**src/rtl/sync_fifo_pkg.sv**
```systemverilog
// Shared constants and helpers for the synchronous level-reporting FIFO.
package sync_fifo_pkg;

    localparam int DEFAULT_DEPTH = 16;
    localparam int DEFAULT_WIDTH = 8;

    // One extra bit so a completely full FIFO (level == depth) can be represented.
    function automatic int lvl_width(input int depth);
        return $clog2(depth) + 1;
    endfunction

endpackage

```
**src/rtl/fifo_ram_2p.sv**
```systemverilog
// Simple dual-port storage array: one synchronous write port, one combinational read port.
module fifo_ram_2p
    import sync_fifo_pkg::*;
#(
    parameter int DEPTH  = DEFAULT_DEPTH,
    parameter int WIDTH  = DEFAULT_WIDTH,
    parameter int ADDR_W = $clog2(DEPTH)
) (
    input  logic              i_clk,
    input  logic              i_we,
    input  logic [ADDR_W-1:0] i_waddr,
    input  logic [WIDTH-1:0]  i_wdata,
    input  logic [ADDR_W-1:0] i_raddr,
    output logic [WIDTH-1:0]  o_rdata
);

    logic [WIDTH-1:0] mem [DEPTH];

    // NOTE: the array has no reset; entries are only ever read after being written,
    // and leaving it unreset lets it map onto RAM primitives.
    always_ff @(posedge i_clk) begin
        if (i_we) begin
            mem[i_waddr] <= i_wdata;
        end
    end

    assign o_rdata = mem[i_raddr];

endmodule

```
**src/rtl/sync_fifo_lvl.sv**
```systemverilog
// Synchronous FIFO with occupancy level, almost-full/empty flags and optional FWFT read mode.
// Define SYNC_FIFO_LVL_ERR_EN to build the sticky overflow/underflow flags o_ovf/o_udf.
module sync_fifo_lvl
    import sync_fifo_pkg::*;
#(
    parameter int DEPTH     = DEFAULT_DEPTH,
    parameter int WIDTH     = DEFAULT_WIDTH,
    parameter int AF_THRESH = DEPTH - 2,
    parameter int AE_THRESH = 2,
    parameter int FWFT      = 0
) (
    input  logic                        i_clk,
    input  logic                        i_rst_n,
    input  logic                        i_clr,
    input  logic                        i_wr_en,
    input  logic [WIDTH-1:0]            i_data_in,
    input  logic                        i_rd_en,
    output logic [WIDTH-1:0]            o_data_out,
    output logic                        o_valid,
    output logic                        o_full,
    output logic                        o_empty,
    output logic                        o_afull,
    output logic                        o_aempty,
    output logic [lvl_width(DEPTH)-1:0] o_level,
    output logic                        o_ovf,
    output logic                        o_udf
);

    localparam int ADDR  = $clog2(DEPTH);
    localparam int LVL_W = lvl_width(DEPTH);
    localparam logic [LVL_W-1:0] AF_LVL = LVL_W'(AF_THRESH);
    localparam logic [LVL_W-1:0] AE_LVL = LVL_W'(AE_THRESH);
    localparam logic [ADDR:0]    PTR_ONE = (ADDR + 1)'(1);

    logic [ADDR:0]    wr_ptr, rd_ptr;
    logic [WIDTH-1:0] rd_data;
    logic             wr_acc, rd_acc;

    assign wr_acc = i_wr_en && !o_full;
    assign rd_acc = i_rd_en && !o_empty;

    assign o_empty  = (wr_ptr == rd_ptr);
    assign o_full   = (wr_ptr[ADDR] != rd_ptr[ADDR]) &&
                      (wr_ptr[ADDR-1:0] == rd_ptr[ADDR-1:0]);
    assign o_level  = wr_ptr - rd_ptr;
    assign o_afull  = (o_level >= AF_LVL);
    assign o_aempty = (o_level <= AE_LVL);

    // NOTE: sequential state uses non-blocking assignments so every register
    // samples the pre-edge values of its neighbours.
    always_ff @(posedge i_clk or negedge i_rst_n) begin
        if (!i_rst_n) begin
            wr_ptr <= '0;
            rd_ptr <= '0;
        end else if (i_clr) begin
            wr_ptr <= '0;
            rd_ptr <= '0;
        end else begin
            if (wr_acc) wr_ptr <= wr_ptr + PTR_ONE;
            if (rd_acc) rd_ptr <= rd_ptr + PTR_ONE;
        end
    end

    fifo_ram_2p #(
        .DEPTH (DEPTH),
        .WIDTH (WIDTH)
    ) u_ram (
        .i_clk   (i_clk),
        .i_we    (wr_acc && !i_clr),
        .i_waddr (wr_ptr[ADDR-1:0]),
        .i_wdata (i_data_in),
        .i_raddr (rd_ptr[ADDR-1:0]),
        .o_rdata (rd_data)
    );

    generate
        if (FWFT != 0) begin : g_fwft
            // Masked while empty so the port reads zero out of reset and after a flush.
            assign o_data_out = o_empty ? '0 : rd_data;
            assign o_valid    = !o_empty;
        end else begin : g_std
            logic [WIDTH-1:0] data_q;
            logic             valid_q;

            always_ff @(posedge i_clk or negedge i_rst_n) begin
                if (!i_rst_n) begin
                    data_q  <= '0;
                    valid_q <= 1'b0;
                end else if (i_clr) begin
                    valid_q <= 1'b0;
                end else begin
                    valid_q <= rd_acc;
                    if (rd_acc) data_q <= rd_data;
                end
            end

            assign o_data_out = data_q;
            assign o_valid    = valid_q;
        end
    endgenerate

`ifdef SYNC_FIFO_LVL_ERR_EN
    logic ovf_q, udf_q;

    always_ff @(posedge i_clk or negedge i_rst_n) begin
        if (!i_rst_n) begin
            ovf_q <= 1'b0;
            udf_q <= 1'b0;
        end else if (i_clr) begin
            ovf_q <= 1'b0;
            udf_q <= 1'b0;
        end else begin
            if (i_wr_en && o_full)  ovf_q <= 1'b1;
            if (i_rd_en && o_empty) udf_q <= 1'b1;
        end
    end

    assign o_ovf = ovf_q;
    assign o_udf = udf_q;
`else
    assign o_ovf = 1'b0;
    assign o_udf = 1'b0;
`endif

endmodule

```
**config.mk**
```make
export PLATFORM = sky130hd
export DESIGN_NAME = sync_fifo_lvl
export DESIGN_NICKNAME = d
export VERILOG_FILES = /design/src/rtl/sync_fifo_pkg.sv /design/src/rtl/fifo_ram_2p.sv /design/src/rtl/sync_fifo_lvl.sv
export SDC_FILE = /design/constraint.sdc
export NUM_CORES = 1
export LEC_CHECK = 0
export ABC_AREA = 1
export BUFFER_PORTS_ARGS = -buffer_cell sky130_fd_sc_hd__buf_2
export CORE_ASPECT_RATIO = 0.7
export CORE_UTILIZATION = 55
export DETAILED_ROUTE_END_ITERATION = 10
export GPL_TIMING_DRIVEN = 1
export PLACE_DENSITY = 0.81
export SYNTH_ARGS = -nofsm -noshare
export SYNTH_HDL_FRONTEND = slang
export SYNTH_SLANG_ARGS = --single-unit
```
**constraint.sdc**
```tcl
create_clock -name i_clk -period 2.35 [get_ports i_clk]
set_input_delay 0.47 -clock i_clk [delete_from_list [all_inputs] [get_ports i_clk]]
set_output_delay 0.47 -clock i_clk [all_outputs]
set_load 0.01 [all_outputs]
```
==> out/metrics.csv, run 1 <==
metric;value;unit
outcome;complete, but fails checks;
violated checks;negative setup slack;
later-pin clock latency in the skew report;0.42;ns
die area;12400;sq um
share of layout cells above drive strength 1;18.4;%
commonest non-fill, non-tap cell in the layout;nand2_1;
gr ovfl total;0;
core area;11300;sq um
vias in the first global route;4592;
pwr dens;906;nW/um^2
clock sink count;147;
worst clock skew;0.00797;ns
Hold Slack;0.404;ns
Rel. slew slack;52.1;%
CTS max path bufs;2;
Fin Setup TNS;-0.792;ns
placed cell count;832;
Least-Margin Pin Slew;0.719;ns
fillers;771;
hold path depth;2;
H-Tree Depth;4;
Synth Register Bits;147;
First DRT Iteration DRCs;668;
crit-path max cell delay;0.39;ns
Worst Hold End;wr_ptr[4];
global-route wire length before repair;24.5;mm
endpoints failing setup;5;
row count;32;
crit start category;flip-flop;
Final Wtd Congestion;0.883;
clock slew at reported path FFs;0.06;ns
Synth cell types;28;
WL/cell;19.4;um
kind of critical path;flip-flop to output pin;
CTS tree;done;
Die Span X;133;um
Synth Warn #;0;
VDD IR max;0.635;mV
crit path cell chain;inv_2, ha_4, inv_2, fa_2, nand3_2, nand2_2, xor2_2, o21bai_1, buf_2;
Hold Path Origin;i_clr;
synthesized instance count;650;
commonest non-fill, non-tap cells in the layout;nand2_1, edfxtp_1, nand3_1, inv_1, buf_4;
Worst R2R Start;rd_ptr[1];
final net count;731;
# IOs;33;
final worst path period share;112;%
CP max-delay cell;dfrtp_1;
all-layer global routing usage;27.6;%
reg2reg setup slack;0.08;ns
register area share after synthesis;65.8;%
DRT Pass-1 Iters;5;
Period minus WS final;2.63;ns
IO buf count;30;
Die H;93.4;um
Critical Path Fanout Max;3;
via count;4926;
routed wire length;16.9;mm
Synth-to-Final Area Change;17.3;%
vias per cell;5.64;
starting density of the core;57.9;%
area post-placement;6960;sq um
post-route insts no fill;874;
Mean Syn Cell Area;10.1;sq um
fmax;0.380;GHz
Worst Hold Class;input pin to flip-flop;
Design Area, Final;7700;sq um
Num CTS Buffers;17;
largest net degree at the start of global routing;68;
HPWL after DPL;9.74;mm
Syn Std Cell Area;6560;sq um
maxcap violations;0;
setup ws final;-0.282;ns
clock root cell;clkbuf_16;
R2R Path End;u_ram.mem[0][3];
CP most frequent cell;inv_2;
total power draw;6.98;mW
endpoint class of the critical path;output pin;
max-slew violation count;0;
Final ANT Viol Nets;0;
RSZ-0062 raised after global routing;yes;
DRC viols;0;
R2R depth;10;
WP data arrival;2.16;ns
LEAKAGE;3.38;nW
initial antenna violation count;0;
Final Hold Fails;0;
WP data required;1.88;ns
number of diodes;0;
metal layers:
layer	global-route usage [%]	vias up	part of all wire [%]
li1	-	2217	-
met2	41.7	382	45
met3	8.40	43	13
met4	9.00	0	2.3
met1	38.6	2284	40
met5	0	-	0
power breakdown:
group          switching [mW]  leakage (nW)  internal [mW]
logic                   0.994          1.73          0.465
clock network            1.07         0.264           1.46
registers              0.0612          1.39           2.93
cells in the mapped netlist, drive strengths merged:
cell / number / area, sq um
nand2: 238 / 903
fa: 1 / 20.0
conb: 1 / 3.75
xnor2: 1 / 8.76
edfxtp: 128 / 3840
a21oi: 11 / 62.6
inv: 81 / 304
o31ai: 1 / 7.51
clkinv: 2 / 7.51
clkbuf: 4 / 15.0
nor2: 32 / 128
o21ai: 9 / 45.0
nor3: 2 / 10.0
nand4: 1 / 6.26
dfrtp: 19 / 475
o21bai: 1 / 7.51
nand3: 81 / 418
buf: 22 / 131
ha: 9 / 113
xor2: 6 / 52.6
metrics by stage:
stage                     setup WS (ns)  util [%]
after floorplan                -0.00678         -
after global placement            0.210      61.4
after detailed placement          0.121      61.4
after CTS                        -0.169      67.0
after global routing             -0.323      68.0
final                            -0.282      68.0
cells by family after synthesis:
kind of cell | after synthesis | synth area share, %
AO/OA/AOI/OAI | 22 | 1.87
flip-flops | 147 | 65.8
XOR/XNOR | 7 | 0.934
buffers and inverters | 109 | 6.98
AND/OR/NAND/NOR | 354 | 22.3
adder cells (fa/ha/maj) | 10 | 2.02
other | 1 | 0.0571
worst max-delay path, delay by kind of cell, from the launching register on:
kind / cells / cell delay (ns)
compound gates: 1 / 0.19
flops: 1 / 0.39
xor+xnor: 1 / 0.16
buf+inv: 3 / 0.30
fa+ha+maj: 2 / 0.54
simple gates: 2 / 0.15
area by class of cell:
class                      instances  area, sq um  area share, %
sequential                       147         4320           56.1
inverter                          83          313           4.06
clock inverter                    15          135           1.75
tap                              153          191           2.49
timing repair buffer              64          420           5.46
multi-input combinational        395         1890           24.6
clock buffer                      17          425           5.52
timing repair:
action                                 in CTS  in global routing
gates resized for setup                    14                 14
hold buffers                                1                  0
endpoints found under the hold margin      18                  0
setup endpoints to repair                   5                 93
pin swaps                                   3                  5
buffers inserted                            2                  7
how the worst max path moves through the flow:
| stage | startpoint | to | slack, ns | cells after the start |
|---|---|---|---|---|
| after floorplan | rd_ptr[1] | u_ram.mem[0][0] | -0.007 | 11 |
| after global placement | wr_ptr[0] | o_aempty | 0.21 | 9 |
| after detailed placement | wr_ptr[0] | o_afull | 0.12 | 9 |
| after CTS | wr_ptr[0] | o_afull | -0.17 | 9 |
| after global routing | wr_ptr[0] | o_afull | -0.32 | 9 |
| final | wr_ptr[0] | o_afull | -0.28 | 9 |
state kept, by name (all words and copies together) (netlist names):
name and flops:
u_ram.mem 128, o_data_out 8, rd_ptr 5, wr_ptr 5, o_valid 1
Power figures use the tool's default switching activity.
==> inputs of run 2 (changes only) <==
--- a/config.mk
+++ b/config.mk
@@ -5,7 +5,6 @@
 export SDC_FILE = /design/constraint.sdc
 export NUM_CORES = 1
 export LEC_CHECK = 0
-export ABC_AREA = 1
 export BUFFER_PORTS_ARGS = -buffer_cell sky130_fd_sc_hd__buf_2
 export CORE_ASPECT_RATIO = 0.7
 export CORE_UTILIZATION = 55
==> run 2 against run 1 <==
  * Utilization rose by 2.9 points
  * Synthesized cell count fell by 41%
  * Largest cell class unchanged
  * Fmax fell by 3.2%
  * Via count fell by 27%
  * Clock skew fell by 0.0027 ns
  * Critical path type unchanged
  * Worst hold slack improved by 0.014 ns
  * Combinational power fell by 15%
  * Highest routed layer unchanged
  * The flow still finishes with violations (negative setup slack)
==> out/metrics.csv, run 2 <==
metric;value;unit;change
maxcap violations;0;;unchanged
Syn Std Cell Area;6110;sq um;was 6560 sq um
violated checks;negative setup slack;;unchanged
via count;3620;;was 4926
kind of critical path;flip-flop to output pin;;unchanged
all-layer global routing usage;25.9;%;was 27.6%
Synth Register Bits;147;;unchanged
Synth cell types;43;;was 28
Crit path max-delay family;compound AO/OA/AOI/OAI gates;;was adder cells
crit path cell chain;inv_2, ha_4, inv_2, fa_2, a21o_1, a21oi_2, xnor2_2, a41o_1, buf_2;;was inv_2, ha_4, inv_2, fa_2, nand3_2, nand2_2, xor2_2, o21bai_1, buf_2
IO buf count;30;;unchanged
endpoint class of the critical path;output pin;;unchanged
Final Wtd Congestion;0.860;;was 0.883
LEAKAGE;2.54;nW;was 3.38 nW
ys flop type;edfxtp_1;;unchanged
Mean Syn Cell Area;16.0;sq um;was 10.1 sq um
H-Tree Depth;4;;unchanged
outcome;complete, but fails checks;;unchanged
core area;10600;sq um;was 11300 sq um
crit-path max cell delay;0.39;ns;about the same
DRC viols;0;;unchanged
Critical Path Fanout Max;3;;unchanged
Synth area leader;edfxtp_1;;unchanged
routed wire length;13.7;mm;was 16.9 mm
setup ws final;-0.369;ns;was -0.282 ns
max-slew violation count;0;;unchanged
multi-input logic area;1810;sq um;was 1890 sq um
crit start category;flip-flop;;unchanged
top routing layer in use;met4;;unchanged
vias per cell;6.00;;was 5.64
final worst path period share;116;%;was 112%
HPWL after DPL;8.50;mm;was 9.74 mm
Period minus WS final;2.72;ns;was 2.63 ns
later-pin clock latency in the skew report;0.42;ns;about the same
gr ovfl total;0;;unchanged
Synth-to-Final Area Change;22.8;%;was 17.3%
clock slew at reported path FFs;0.06;ns;about the same
First DRT Iteration DRCs;349;;was 668
vias in the first global route;3574;;was 4592
DRT Pass-1 Iters;4;;was 5
register area share after synthesis;70.7;%;was 65.8%
Worst Path Buf+Inv;3;;unchanged
post-synth top area share;62.9;%;was 58.6%
global-route wire length before repair;20.9;mm;was 24.5 mm
row count;31;;was 32
WL/cell;22.7;um;was 19.4 um
pwr dens;941;nW/um^2;was 906 nW/um^2
Synth Warn #;0;;unchanged
CTS max path bufs;2;;unchanged
fmax;0.368;GHz;was 0.380 GHz
endpoints failing setup;5;;unchanged
met2 routed wirelength;6.39;mm;was 7.61 mm
Final Hold Fails;0;;unchanged
synthesized instance count;381;;was 650
clock sink count;147;;unchanged
commonest non-fill, non-tap cell in the layout;edfxtp_1;;was nand2_1
number of diodes;0;;unchanged
starting density of the core;57.7;%;was 57.9%
final net count;465;;was 731
EDFF count, synth;128;;unchanged
Top reg by flops;u_ram.mem;;unchanged
Least-Margin Pin Slew;0.626;ns;was 0.719 ns
die area;11500;sq um;was 12400 sq um
asr flop ratio synth;12.9;%;unchanged
total power draw;7.06;mW;was 6.98 mW
share of layout cells above drive strength 1;31.0;%;was 18.4%
Die H;90.2;um;was 93.4 um
clock root cell;clkbuf_16;;unchanged
Worst Hold Class;input pin to flip-flop;;unchanged
Die Span X;128;um;was 133 um
Post-synth top cells;edfxtp_1, mux2i_1, nor2_1, dfrtp_1, o22ai_1;;was nand2_1, edfxtp_1, nand3_1, inv_1, nor2_1
worst slack, placed;0.0213;ns;was 0.121 ns
Rel. slew slack;58.2;%;was 52.1%
largest net degree at the start of global routing;60;;was 68
max reg flops;128;;unchanged
RSZ-0062 raised after global routing;yes;;unchanged
CP max-delay cell;dfrtp_1;;unchanged
fillers;656;;was 771
WL met1;6.22;mm;was 6.73 mm
count leader, synth;edfxtp_1;;was nand2_1
Final ANT Viol Nets;0;;unchanged
synth top area cells;edfxtp_1, mux2i_1, dfrtp_1;;was edfxtp_1, nand2_1, dfrtp_1
VDD IR max;0.808;mV;was 0.635 mV
Fin Setup TNS;-1.40;ns;was -0.792 ns
CTS tree;done;;unchanged
initial antenna violation count;0;;unchanged
WP data arrival;2.25;ns;was 2.16 ns
CP most frequent cell;inv_2;;unchanged
worst clock skew;0.00524;ns;was 0.00797 ns
DR WL met3;809;um;was 2.20 mm
commonest non-fill, non-tap cells in the layout;edfxtp_1, mux2i_1, buf_2, nor2_1, buf_4;;was nand2_1, edfxtp_1, nand3_1, inv_1, buf_4
register area;4320;sq um;unchanged
Num CTS Buffers;17;;unchanged
WP data required;1.88;ns;about the same
# IOs;33;;unchanged
[run 2: where the power goes]
part / leakage (nW) / switching (mW) / internal [mW]
Clock: 0.299 / 1.01 / 1.80
Sequential: 1.39 / 0.0658 / 2.94
Combinational: 0.850 / 0.687 / 0.553
[run 2: worst reg2reg max path: stages (launching register included)]
cell      delay (ns)
dfrtp_4         0.50
ha_4            0.25
and4_1          0.24
a211oi_4        0.34
nand2_2         0.20
nor3_4          0.26
buf_12          0.16
[run 2: through the flow]
stage	std cells	area [sq um]	utilization, %	hold slack [ns]
after global routing	603	7510	70.9	0.425
final	603	7510	70.9	0.418
after CTS	600	7480	70.6	0.406
after floorplan	382	6310	-	0.174
after global placement	564	6770	64.0	0.446
after detailed placement	564	6770	64.0	0.445
[run 2: logic make-up after synthesis]
logic type,count (synthesis),share of synthesized area (%)
simple gates,65,4.79
other cells,1,0.0614
fa+ha+maj,10,2.17
buf+inv,31,2.85
mux,58,11.1
flops,147,70.7
compound gates,59,6.78
xor+xnor,10,1.56
[run 2: final cells by class]
class | instances | area share, %
Multi-Input combinational cell | 204 | 24.2
Timing Repair Buffer | 62 | 6.87
Clock buffer | 23 | 6.63
Sequential cell | 147 | 57.6
Clock inverter | 9 | 1.68
Tap cell | 148 | 2.47
Inverter | 10 | 0.600
[run 2: repair_timing]
action,CTS,global route
gates resized for setup,10,2
endpoints found under the hold margin,7,0
buffers inserted,3,3
endpoints found under the setup margin,5,5
pin swaps,3,4
hold buffers,1,0
[run 2: worst paths after layout]
check / endpoint / slack [ns] / cells after the start / start
setup reg to reg: u_ram.mem[2][4] / 0.11 / 6 / rd_ptr[0]
hold reg to reg: o_data_out[4] / 0.55 / 2 / o_data_out[4]
max in group asynchronous: rd_ptr[0] / 1.40 / 2 / i_rst_n
hold / removal: rd_ptr[2] / 0.42 / 2 / i_clr
setup / recovery: o_afull / -0.37 / 9 / wr_ptr[0]
min in group asynchronous: rd_ptr[4] / 0.59 / 2 / i_rst_n
[run 2: metal layers]
| metal | vias to the layer above | global-route usage, % |
|---|---|---|
| met5 | - | 0 |
| met4 | 0 | 10.2 |
| met3 | 28 | 6.01 |
| met2 | 128 | 37.8 |
| met1 | 1874 | 37.8 |
| li1 | 1590 | - |
==> inputs of run 3 (changes only) <==
--- a/config.mk
+++ b/config.mk
@@ -7,10 +7,11 @@
 export LEC_CHECK = 0
 export BUFFER_PORTS_ARGS = -buffer_cell sky130_fd_sc_hd__buf_2
 export CORE_ASPECT_RATIO = 0.7
-export CORE_UTILIZATION = 55
+export CORE_UTILIZATION = 54
 export DETAILED_ROUTE_END_ITERATION = 10
 export GPL_TIMING_DRIVEN = 1
-export PLACE_DENSITY = 0.81
+export PLACE_DENSITY = 0.8
 export SYNTH_ARGS = -nofsm -noshare
 export SYNTH_HDL_FRONTEND = slang
+export SYNTH_HIERARCHICAL = 1
 export SYNTH_SLANG_ARGS = --single-unit
==> run 3 against run 2 <==
  * The run still ends with negative setup slack left
  * Power fell by 1.5%
  * Largest cell class unchanged
  * Critical endpoint is now o_aempty
  * Cell area decreased by 1.7%
  * Largest power group unchanged
  * Routed wire length is 9.7% lower
  * Area after synthesis shrank 0.84%
  * Setup slack worse by 0.20 ns
  * Register-to-register slack about the same
==> out/metrics.csv, run 3 <==
metric;value;unit;change
register area share after synthesis;71.3;%;was 70.7%
CTS max path bufs;2;;unchanged
Syn Std Cell Area;6060;sq um;was 6110 sq um
violated checks;negative setup slack;;unchanged
Worst Hold Class;input pin to flip-flop;;unchanged
Die H;90.6;um;was 90.2 um
largest net degree at the start of global routing;36;;was 60
fmax;0.343;GHz;was 0.368 GHz
HPWL after DPL;7.71;mm;was 8.50 mm
Least-Margin Pin Slew;0.758;ns;was 0.626 ns
final worst path period share;124;%;was 116%
clock sink count;147;;unchanged
Synth cell types;40;;was 43
crit-path max cell delay;0.41;ns;was 0.39 ns
WP data arrival;2.45;ns;was 2.25 ns
row count;31;;unchanged
routed wire length;12.4;mm;was 13.7 mm
WL/cell;22.2;um;was 22.7 um
vias in the first global route;3236;;was 3574
endpoint class of the critical path;output pin;;unchanged
Num CTS Buffers;17;;unchanged
post-synth top area share;63.4;%;was 62.9%
Fin Setup TNS;-1.56;ns;was -1.40 ns
Synth Register Bits;147;;unchanged
Top reg by flops;u_ram/mem;;was u_ram.mem
H-Tree Depth;4;;unchanged
max reg flops;128;;unchanged
pwr dens;942;nW/um^2;was 941 nW/um^2
commonest non-fill, non-tap cells in the layout;edfxtp_1, buf_4, buf_2, nor2_1, mux4_2;;was edfxtp_1, mux2i_1, buf_2, nor2_1, buf_4
initial antenna violation count;0;;unchanged
LEAKAGE;2.64;nW;was 2.54 nW
Period minus WS final;2.92;ns;was 2.72 ns
outcome;complete, but fails checks;;unchanged
max-slew violation count;0;;unchanged
synthesized instance count;316;;was 381
synth top area cells;edfxtp_1, dfrtp_1, mux4_2;;was edfxtp_1, mux2i_1, dfrtp_1
Die Span X;129;um;was 128 um
crit path cell chain;inv_2, ha_4, inv_2, fa_2, a21o_1, a21oi_2, xnor2_2, a2111oi_2, buf_2;;was inv_2, ha_4, inv_2, fa_2, a21o_1, a21oi_2, xnor2_2, a41o_1, buf_2
CTS tree;done;;unchanged
WP depth;9;;unchanged
RSZ-0062 raised after global routing;yes;;unchanged
Worst Path Buf+Inv;3;;unchanged
later-pin clock latency in the skew report;0.42;ns;about the same
final net count;416;;was 465
via count;3301;;was 3620
global-route wire length before repair;18.9;mm;was 20.9 mm
all-layer global routing usage;23.2;%;was 25.9%
maxcap violations;0;;unchanged
Mean Syn Cell Area;19.2;sq um;was 16.0 sq um
Synth Warn #;6;;was 0
gr ovfl total;0;;unchanged
die area;11700;sq um;was 11500 sq um
starting density of the core;57.0;%;was 57.7%
CP most frequent cell;inv_2;;unchanged
count leader, synth;edfxtp_1;;unchanged
Final Wtd Congestion;0.806;;was 0.860
core area;10600;sq um;about the same
worst clock skew;0.0108;ns;was 0.00524 ns
Rel. slew slack;49.3;%;was 58.2%
clock root cell;clkbuf_16;;unchanged
WP data required;1.88;ns;about the same
hold path depth;3;;was 2
# IOs;33;;unchanged
ys flop type;edfxtp_1;;unchanged
crit start category;flip-flop;;unchanged
Synth-to-Final Area Change;21.7;%;was 22.8%
Synth area leader;edfxtp_1;;unchanged
DRC viols;0;;unchanged
First DRT Iteration DRCs;281;;was 349
Critical Path Fanout Max;3;;unchanged
asr flop ratio synth;12.9;%;unchanged
vias per cell;5.93;;was 6.00
DRT Pass-1 Iters;5;;was 4
setup ws final;-0.565;ns;was -0.369 ns
Crit path max-delay family;compound AO/OA/AOI/OAI gates;;unchanged
EDFF count, synth;128;;unchanged
reg2reg setup slack;0.10;ns;was 0.11 ns
kind of critical path;flip-flop to output pin;;unchanged
commonest non-fill, non-tap cell in the layout;edfxtp_1;;unchanged
endpoints failing setup;4;;was 5
clock slew at reported path FFs;0.06;ns;about the same
R2R depth;8;;was 6
Post-synth top cells;edfxtp_1, nor2_1, dfrtp_1, mux4_2, a22oi_1;;was edfxtp_1, mux2i_1, nor2_1, dfrtp_1, o22ai_1
VDD IR max;0.804;mV;was 0.808 mV
Hold Slack;0.425;ns;was 0.418 ns
share of layout cells above drive strength 1;38.1;%;was 31.0%
CP max-delay cell;dfrtp_2;;was dfrtp_1
number of diodes;0;;unchanged
IO buf count;30;;unchanged
Final Hold Fails;0;;unchanged
Final ANT Viol Nets;0;;unchanged
[run 3: cell types whose count changed in the layout (fill, tap and decap cells not counted), sizes merged, moves of 12 or more]
cell / delta
mux2i: -48
a22oi: +16
buf: +12
nor2: -16
o22ai: -16
mux4: +24
[run 3: where the power goes]
part           leakage (nW)  switching, mW  internal [mW]
clock                 0.289           1.05           1.68
sequential             1.39         0.0545           2.94
combinational         0.957          0.589          0.636
[run 3: worst min-delay path, stage by stage]
cell and delay [ns]:
buf_2 0.10, buf_4 0.18, nor2_1 0.06
[run 3: per-layer routing]
layer / track usage [%] / vias to the layer above / part of all wire (%)
met4: 7.65 / 0 / 1.0
met1: 32.5 / 1712 / 44
met3: 7.41 / 12 / 7.9
met2: 34.5 / 142 / 47
met5: 0 / - / 0
li1: - / 1435 / -
[run 3: final cells by class]
| type | count | area (sq um) |
|---|---|---|
| Sequential cell | 147 | 4320 |
| Fill cell | 662 | 3250 |
| Multi-Input combinational cell | 149 | 1720 |
| Timing Repair Buffer | 74 | 515 |
| Clock buffer | 18 | 429 |
| Tap cell | 148 | 185 |
| Clock inverter | 14 | 175 |
| Inverter | 7 | 26.3 |
[run 3: path summary, 6_finish.rpt]
check | start | endpoint
setup / recovery | wr_ptr[0] | o_aempty
hold / removal | i_clr | rd_ptr[2]
setup reg to reg | rd_ptr[3] | u_ram/mem[0][4]
hold reg to reg | o_data_out[5] | o_data_out[5]
max in group asynchronous | i_rst_n | wr_ptr[0]
min in group asynchronous | i_rst_n | rd_ptr[2]
[run 3: metrics by stage]
stage	worst slack [ns]	util, %	instance area (sq um)	power [mW]	cells
after floorplan	-0.107	-	6100	3.81	317
after global placement	0.0283	62.4	6640	4.12	521
after detailed placement	-0.117	62.4	6640	4.16	521
after CTS	-0.431	68.8	7310	6.95	555
after global routing	-0.621	69.4	7380	7.18	557
final	-0.565	69.4	7380	6.95	557
[run 3: timing repair]
item	in CTS	in global routing
setup endpoints to repair	5	97
pin swaps	1	0
buffers inserted	1	2
hold buffers	1	0
endpoints found under the hold margin	19	0
gates resized for setup	11	10
[run 3: cell families after synthesis]
kind of cell	Yosys count	share of synthesized area (%)
buffers and inverters	21	2.35
and+or+nand+nor	56	4.44
DFF	147	71.3
other	1	0.0619
AOI/OAI and AO/OA	32	3.67
muxes	42	15.1
xor gates and xnor gates	10	1.57
adders and majority gates	7	1.57
